## src/rtl/mux_rr_fifo_n.sv

```systemverilog
// N-lane buffered multiplexer: one DEPTH-entry FIFO per lane, drained by a
// round-robin or fixed-priority arbiter into a registered, backpressured output.
module mux_rr_fifo_n #(
  parameter int W     = 8,
  parameter int N     = 4,
  parameter int DEPTH = 4,
  parameter int MODE  = 0,
  localparam int CW   = $clog2(N),
  localparam int AW   = $clog2(DEPTH)
) (
  input  logic           clk,
  input  logic           reset,
  input  logic [N*W-1:0] data_in,
  input  logic [N-1:0]   valid_in,
  output logic [N-1:0]   in_full,
  output logic [N-1:0]   err_overflow,
  output logic [W-1:0]   data_out,
  output logic           valid_out,
  output logic [CW-1:0]  ch_out,
  input  logic           ready_out
);

  logic [W-1:0]  mem     [N][DEPTH];
  logic [AW-1:0] wr_ptr  [N];
  logic [AW-1:0] rd_ptr  [N];
  logic [AW:0]   cnt     [N];
  logic [AW:0]   cnt_nxt [N];
  logic [CW-1:0] last_grant;
  logic [CW-1:0] grant;
  logic          any_ne;
  logic          slot_free;
  logic          pop_en;
  logic [N-1:0]  push;
  logic [N-1:0]  pop;

  // Arbitration: scan from lowest priority to highest so the last hit wins.
  always_comb begin
    grant  = '0;
    any_ne = 1'b0;
    if (MODE == 1) begin
      for (int i = N - 1; i >= 0; i--) begin
        if (cnt[i] != '0) begin
          grant  = CW'(i);
          any_ne = 1'b1;
        end
      end
    end else begin
      for (int k = N; k >= 1; k--) begin
        if (cnt[(int'(last_grant) + k) % N] != '0) begin
          grant  = CW'((int'(last_grant) + k) % N);
          any_ne = 1'b1;
        end
      end
    end
  end

  assign slot_free = ~valid_out | ready_out;
  assign pop_en    = slot_free & any_ne;

  always_comb begin
    for (int i = 0; i < N; i++) begin
      push[i]    = valid_in[i] & ~in_full[i];
      pop[i]     = pop_en & (grant == CW'(i));
      cnt_nxt[i] = cnt[i] + (AW+1)'(push[i]) - (AW+1)'(pop[i]);
    end
  end

  // Stage p0: lane FIFO storage (data only, never reset)
  always_ff @(posedge clk) begin
    for (int i = 0; i < N; i++) begin
      if (push[i]) mem[i][wr_ptr[i]] <= data_in[i*W +: W];
    end
  end

  // Stage p1: FIFO bookkeeping and the registered output slot
  always_ff @(posedge clk or posedge reset) begin
    if (reset) begin
      for (int i = 0; i < N; i++) begin
        wr_ptr[i] <= '0;
        rd_ptr[i] <= '0;
        cnt[i]    <= '0;
      end
      in_full      <= '0;
      err_overflow <= '0;
      data_out     <= '0;
      valid_out    <= 1'b0;
      ch_out       <= '0;
      last_grant   <= CW'(N - 1);
    end else begin
      for (int i = 0; i < N; i++) begin
        if (push[i]) wr_ptr[i] <= wr_ptr[i] + AW'(1);
        if (pop[i])  rd_ptr[i] <= rd_ptr[i] + AW'(1);
        cnt[i]          <= cnt_nxt[i];
        in_full[i]      <= (cnt_nxt[i] == (AW+1)'(DEPTH));
        err_overflow[i] <= err_overflow[i] | (valid_in[i] & in_full[i]);
      end
      if (pop_en) begin
        data_out  <= mem[grant][rd_ptr[grant]];
        ch_out    <= grant;
        valid_out <= 1'b1;
        if (MODE == 0) last_grant <= grant;
      end else if (slot_free) begin
        valid_out <= 1'b0;
      end
    end
  end

endmodule

```

## config.mk

```make
export PLATFORM = sky130hd
export DESIGN_NAME = mux_rr_fifo_n
export DESIGN_NICKNAME = d
export VERILOG_FILES = /design/src/rtl/mux_rr_fifo_n.sv
export SDC_FILE = /design/constraint.sdc
export NUM_CORES = 1
export LEC_CHECK = 0
export ABC_AREA = 0
export CAP_MARGIN = 20
export CORE_UTILIZATION = 29
export CTS_CLUSTER_SIZE = 20
export DETAILED_ROUTE_END_ITERATION = 10
export MAX_ROUTING_LAYER = met4
export SYNTH_ARGS = -nofsm -noshare
export SYNTH_HDL_FRONTEND = slang
export SYNTH_SLANG_ARGS = --single-unit
```

## constraint.sdc

```tcl
create_clock -name clk -period 7 [get_ports clk]
set_input_delay 1.4 -clock clk [delete_from_list [all_inputs] [get_ports clk]]
set_output_delay 1.4 -clock clk [all_outputs]
set_load 0.03 [all_outputs]
```

==> tab_implementation.tex <==
\begin{tabular}{lr}
\hline
Metric & Value \\
\hline
\multicolumn{2}{l}{\textbf{Synthesis}} \\
Net count after synthesis & about 660 \\
Number of synthesized flops with an enable pin & 128 \\
Post-Synthesis Cells & 589 \\
Post-synth top area share & between 50\% and 60\% \\
Fraction of the yosys area taken by sequential cells & between 60\% and 70\% \\
Synth area leaders & edfxtp\_1 (51\%), dfrtp\_1 (16\%), nand2\_1 (5.6\%) \\
Number of distinct standard cells referenced by the synthesized netlist & 53 \\
Leading register cell type out of synthesis & edfxtp\_1 \\
Flop and latch count out of synthesis & 177 \\
Netlist Area Pre-Place & around 7600 um2 \\
Number of warnings reported in the yosys synthesis log & 0 \\
Average instance area after synthesis & approximately 13 um2 \\
Library cell with the largest summed area after synthesis & edfxtp\_1 \\
Share of flip-flops with an asynchronous set or reset after synthesis & 27.7\% \\
\multicolumn{2}{l}{\textbf{Critical path}} \\
Max FO, Critical Path & 13 \\
Worst reg2reg path depth & 12 \\
Signal arrival time at the worst endpoint & $\sim$4.4 ns \\
Critical path launch point type & primary input \\
Crit Reg-Reg Startpoint & cnt[9] \\
Crit-path slowest cell & nor3\_1 \\
Critical path data required time & $\sim$7.4 ns \\
Endpoint of the worst-slack reg-to-reg timing path & in\_full[2] \\
Critical Path, Cell by Cell & clkdlybuf4s50\_1 -> nand2b\_1 -> nand2\_1 -> nor3\_1 -> ha\_1 -> inv\_1 -> ha\_1 -> inv\_1 -> fa\_1 -> xnor2\_1 -> xnor2\_1 -> nor3b\_1 \\
Worst path max stage delay & 0.52 ns \\
Category of the worst setup path capture point & flip-flop \\
Critical setup path kind & primary input to flip-flop \\
Register-to-register setup slack & roughly 3.1 ns \\
\multicolumn{2}{l}{\textbf{Cells and area}} \\
Most used cells in the layout excluding fill and tap cells & edfxtp\_1 (128), nand2\_1 (113), clkdlybuf4s50\_1 (57) \\
Fraction of layout instances using a drive strength above 1 & approximately 8.4\% \\
Fillers & approximately 2500 \\
Number of antenna cells inserted & 0 \\
Nets & roughly 710 \\
Most common cell after layout, fill and taps aside & edfxtp\_1 \\
Layout overhead on the synthesized area & 20.0\% \\
\multicolumn{2}{l}{\textbf{Clock network}} \\
Gates resized, CTS repair & 0 \\
Post-CTS Hold Fix Bufs & 0 \\
Root Driver & clkbuf\_16 \\
Count of H-tree levels built during CTS & 4 \\
TritonCTS clock tree & done \\
Post-CTS Setup Inserts & 0 \\
Sink Count & between 150 and 200 \\
Inserted Clock Buffers & 17 \\
Worst-Skew Late Latency & $\sim$0.45 ns \\
Clock Pin Slew Worst Setup and Hold Paths & $\sim$0.070 ns \\
Number of buffers on the longest clock path & 2 \\
\multicolumn{2}{l}{\textbf{STA}} \\
Final worst hold slack & between 0.4 and 0.5 ns \\
Endpoints failing hold & 0 \\
Unrepaired setup endpoints after global routing & no \\
Worst relative slew slack & 23.4\% \\
Final number of setup-violating endpoints & 0 \\
Shortest clock period the worst path allows after layout & $\sim$4 ns \\
Aggregate negative setup slack & 0 ns \\
Final cycle utilization of the critical path & 57.5\% \\
Actual transition at the worst max-transition pin & between 1 and 1.5 ns \\
Maximum clock skew at final layout & $\sim$0.015 ns \\
Peak clock frequency supported by timing & between 200 and 250 MHz \\
Max-slew violation total from the final report & 0 \\
\multicolumn{2}{l}{\textbf{Min path}} \\
Class of the tightest hold or removal check & flip-flop to flip-flop \\
Worst hold stages & 1 \\
Startpoint of the lowest-slack hold path & err\_overflow[0] \\
Worst-case hold path end point & err\_overflow[0] \\
\multicolumn{2}{l}{\textbf{Detailed routing}} \\
DR DRC count & 0 \\
DR iter-0 viols & 399 \\
Final routed wire length divided by cell count & about 19 um \\
Per-cell via count in the routed design & 4.83 \\
Final Routed Wirelength & roughly 19000 um \\
Count of antenna-violating nets left after detailed routing & 0 \\
Total iterations of the first detailed-routing run & 5 \\
Vias after detailed routing & approximately 4800 \\
\multicolumn{2}{l}{\textbf{Placed design}} \\
Port Buffer Count & 57 \\
Total half-perimeter wirelength after legalization and detailed placement & $\sim$13000 um \\
Routability Congestion & roughly 0.83 \\
\multicolumn{2}{l}{\textbf{Pwr}} \\
Total chip power & around 4800 uW \\
VDD IR max & around 0.32 mV \\
Leakage Power & 0.00331 uW \\
Power density normalized to cell area & 530 nW/um2 \\
\multicolumn{2}{l}{\textbf{Global route}} \\
Global route total overflow & 0 \\
First-pass GRT wire length & just under 30000 um \\
Largest net degree at the start of global routing & 54 \\
Number of global-route vias before repair & about 4700 \\
Global-route usage over all layers & 15.6\% \\
Number of antenna violations at the first check in global routing & 0 \\
\multicolumn{2}{l}{\textbf{Job}} \\
Number of maximum-capacitance constraint violations & 0 \\
\multicolumn{2}{l}{\textbf{Floorplan}} \\
Effective utilization at floorplan & 29.8\% \\
Die span in y & between 150 and 200 um \\
Total Die Area & between 20000 and 30000 um2 \\
Core region area & roughly 25000 um2 \\
Std cell rows & 58 \\
X dimension of the die & 164 um \\
Ports placed on the boundary & slightly below 60 \\
\multicolumn{2}{l}{\textbf{Run status}} \\
Status & complete, no violations \\
\hline
\end{tabular}
==> logic make-up (layout without fill, tap and decap cells) <==
family	count (synthesis)	after routing	synth area share (%)
adders and majority gates	28	28	5.03
buffers and inverters	57	123	3.07
and+or+nand+nor	173	173	10.4
xor gates and xnor gates	20	20	2.31
muxes	3	3	0.413
AOI/OAI and AO/OA	131	131	11.8
DFF	177	177	67.0
==> worst max-delay path by stage <==
stage	from	cells past startpoint	slack, ns	to
finish	ready_out	12	2.97	in_full[1]
global route	ready_out	12	2.78	in_full[1]
CTS	ready_out	12	2.99	in_full[1]
detailed placement	ready_out	12	2.54	in_full[1]
global placement	ready_out	12	2.63	in_full[1]
floorplan	cnt[10]	14	3.37	in_full[2]
==> layout make-up <==
cell class                      count  area (um2)  area share, %
Inverter                           28         105           1.16
Tap cell                          330         413           4.55
Clock inverter                     14         168           1.85
Clock buffer                       18         429           4.73
Sequential cell                   177        5070           55.9
Multi-Input combinational cell    355        2280           25.1
Timing Repair Buffer               63         616           6.78
==> critical path: cells and delay by family <==
family	cells	cell delay [ns]
XOR/XNOR	2	0.33
adder cells (fa/ha/maj)	3	0.80
buffers and inverters	3	0.56
AND/OR/NAND/NOR	4	1.29
==> power by group <==
part | total [uW] | switching [uW] | internal (uW)
Clock | 962 | 452 | 509
Sequential | 1590 | 160 | 1430
Combinational | 2260 | 1490 | 768
==> Yosys cell counts (3+ instances only) <==
master	count
a21o_1	4
a21oi_1	56
a22oi_1	15
a31oi_1	7
and2_1	17
buf_1	4
buf_2	3
clkbuf_1	20
dfrtp_1	47
edfxtp_1	128
fa_1	4
ha_1	24
inv_1	28
nand2_1	113
nand3_1	9
nor2_1	7
nor2b_1	5
nor3_1	5
nor3b_1	4
o211ai_1	10
o21ai_0	9
o21ai_1	4
o221ai_2	7
or3_1	4
xnor2_1	16
xor2_1	4
==> sequential cells by signal, summed over array words and instances (netlist names) <==
register,count
in_full,4
ch_out,2
mem,128
err_overflow,4
last_grant,2
data_out,8
cnt,12
wr_ptr,8
rd_ptr,8
valid_out,1
==> routing by layer <==
layer | routed length [um] | share of wire [%] | GRT usage (%)
met5 | 0 | 0 | -
met4 | 436 | 2.3 | 6.19
met3 | 1330 | 7.0 | 4.14
met2 | 8820 | 46 | 23.0
met1 | 8520 | 45 | 20.3
==> stage by stage <==
stage / setup slack, ns / utilization, % / area, um2 / std cells
finish: 2.97 / 35.8 / 9080 / 985
global route: 2.78 / 35.8 / 9080 / 985
CTS: 2.99 / 35.8 / 9080 / 985
detailed placement: 2.54 / 33.4 / 8480 / 953
global placement: 2.63 / 33.4 / 8480 / 953
floorplan: 3.37 / - / 7570 / 589
(Power assumes the default switching activity.)
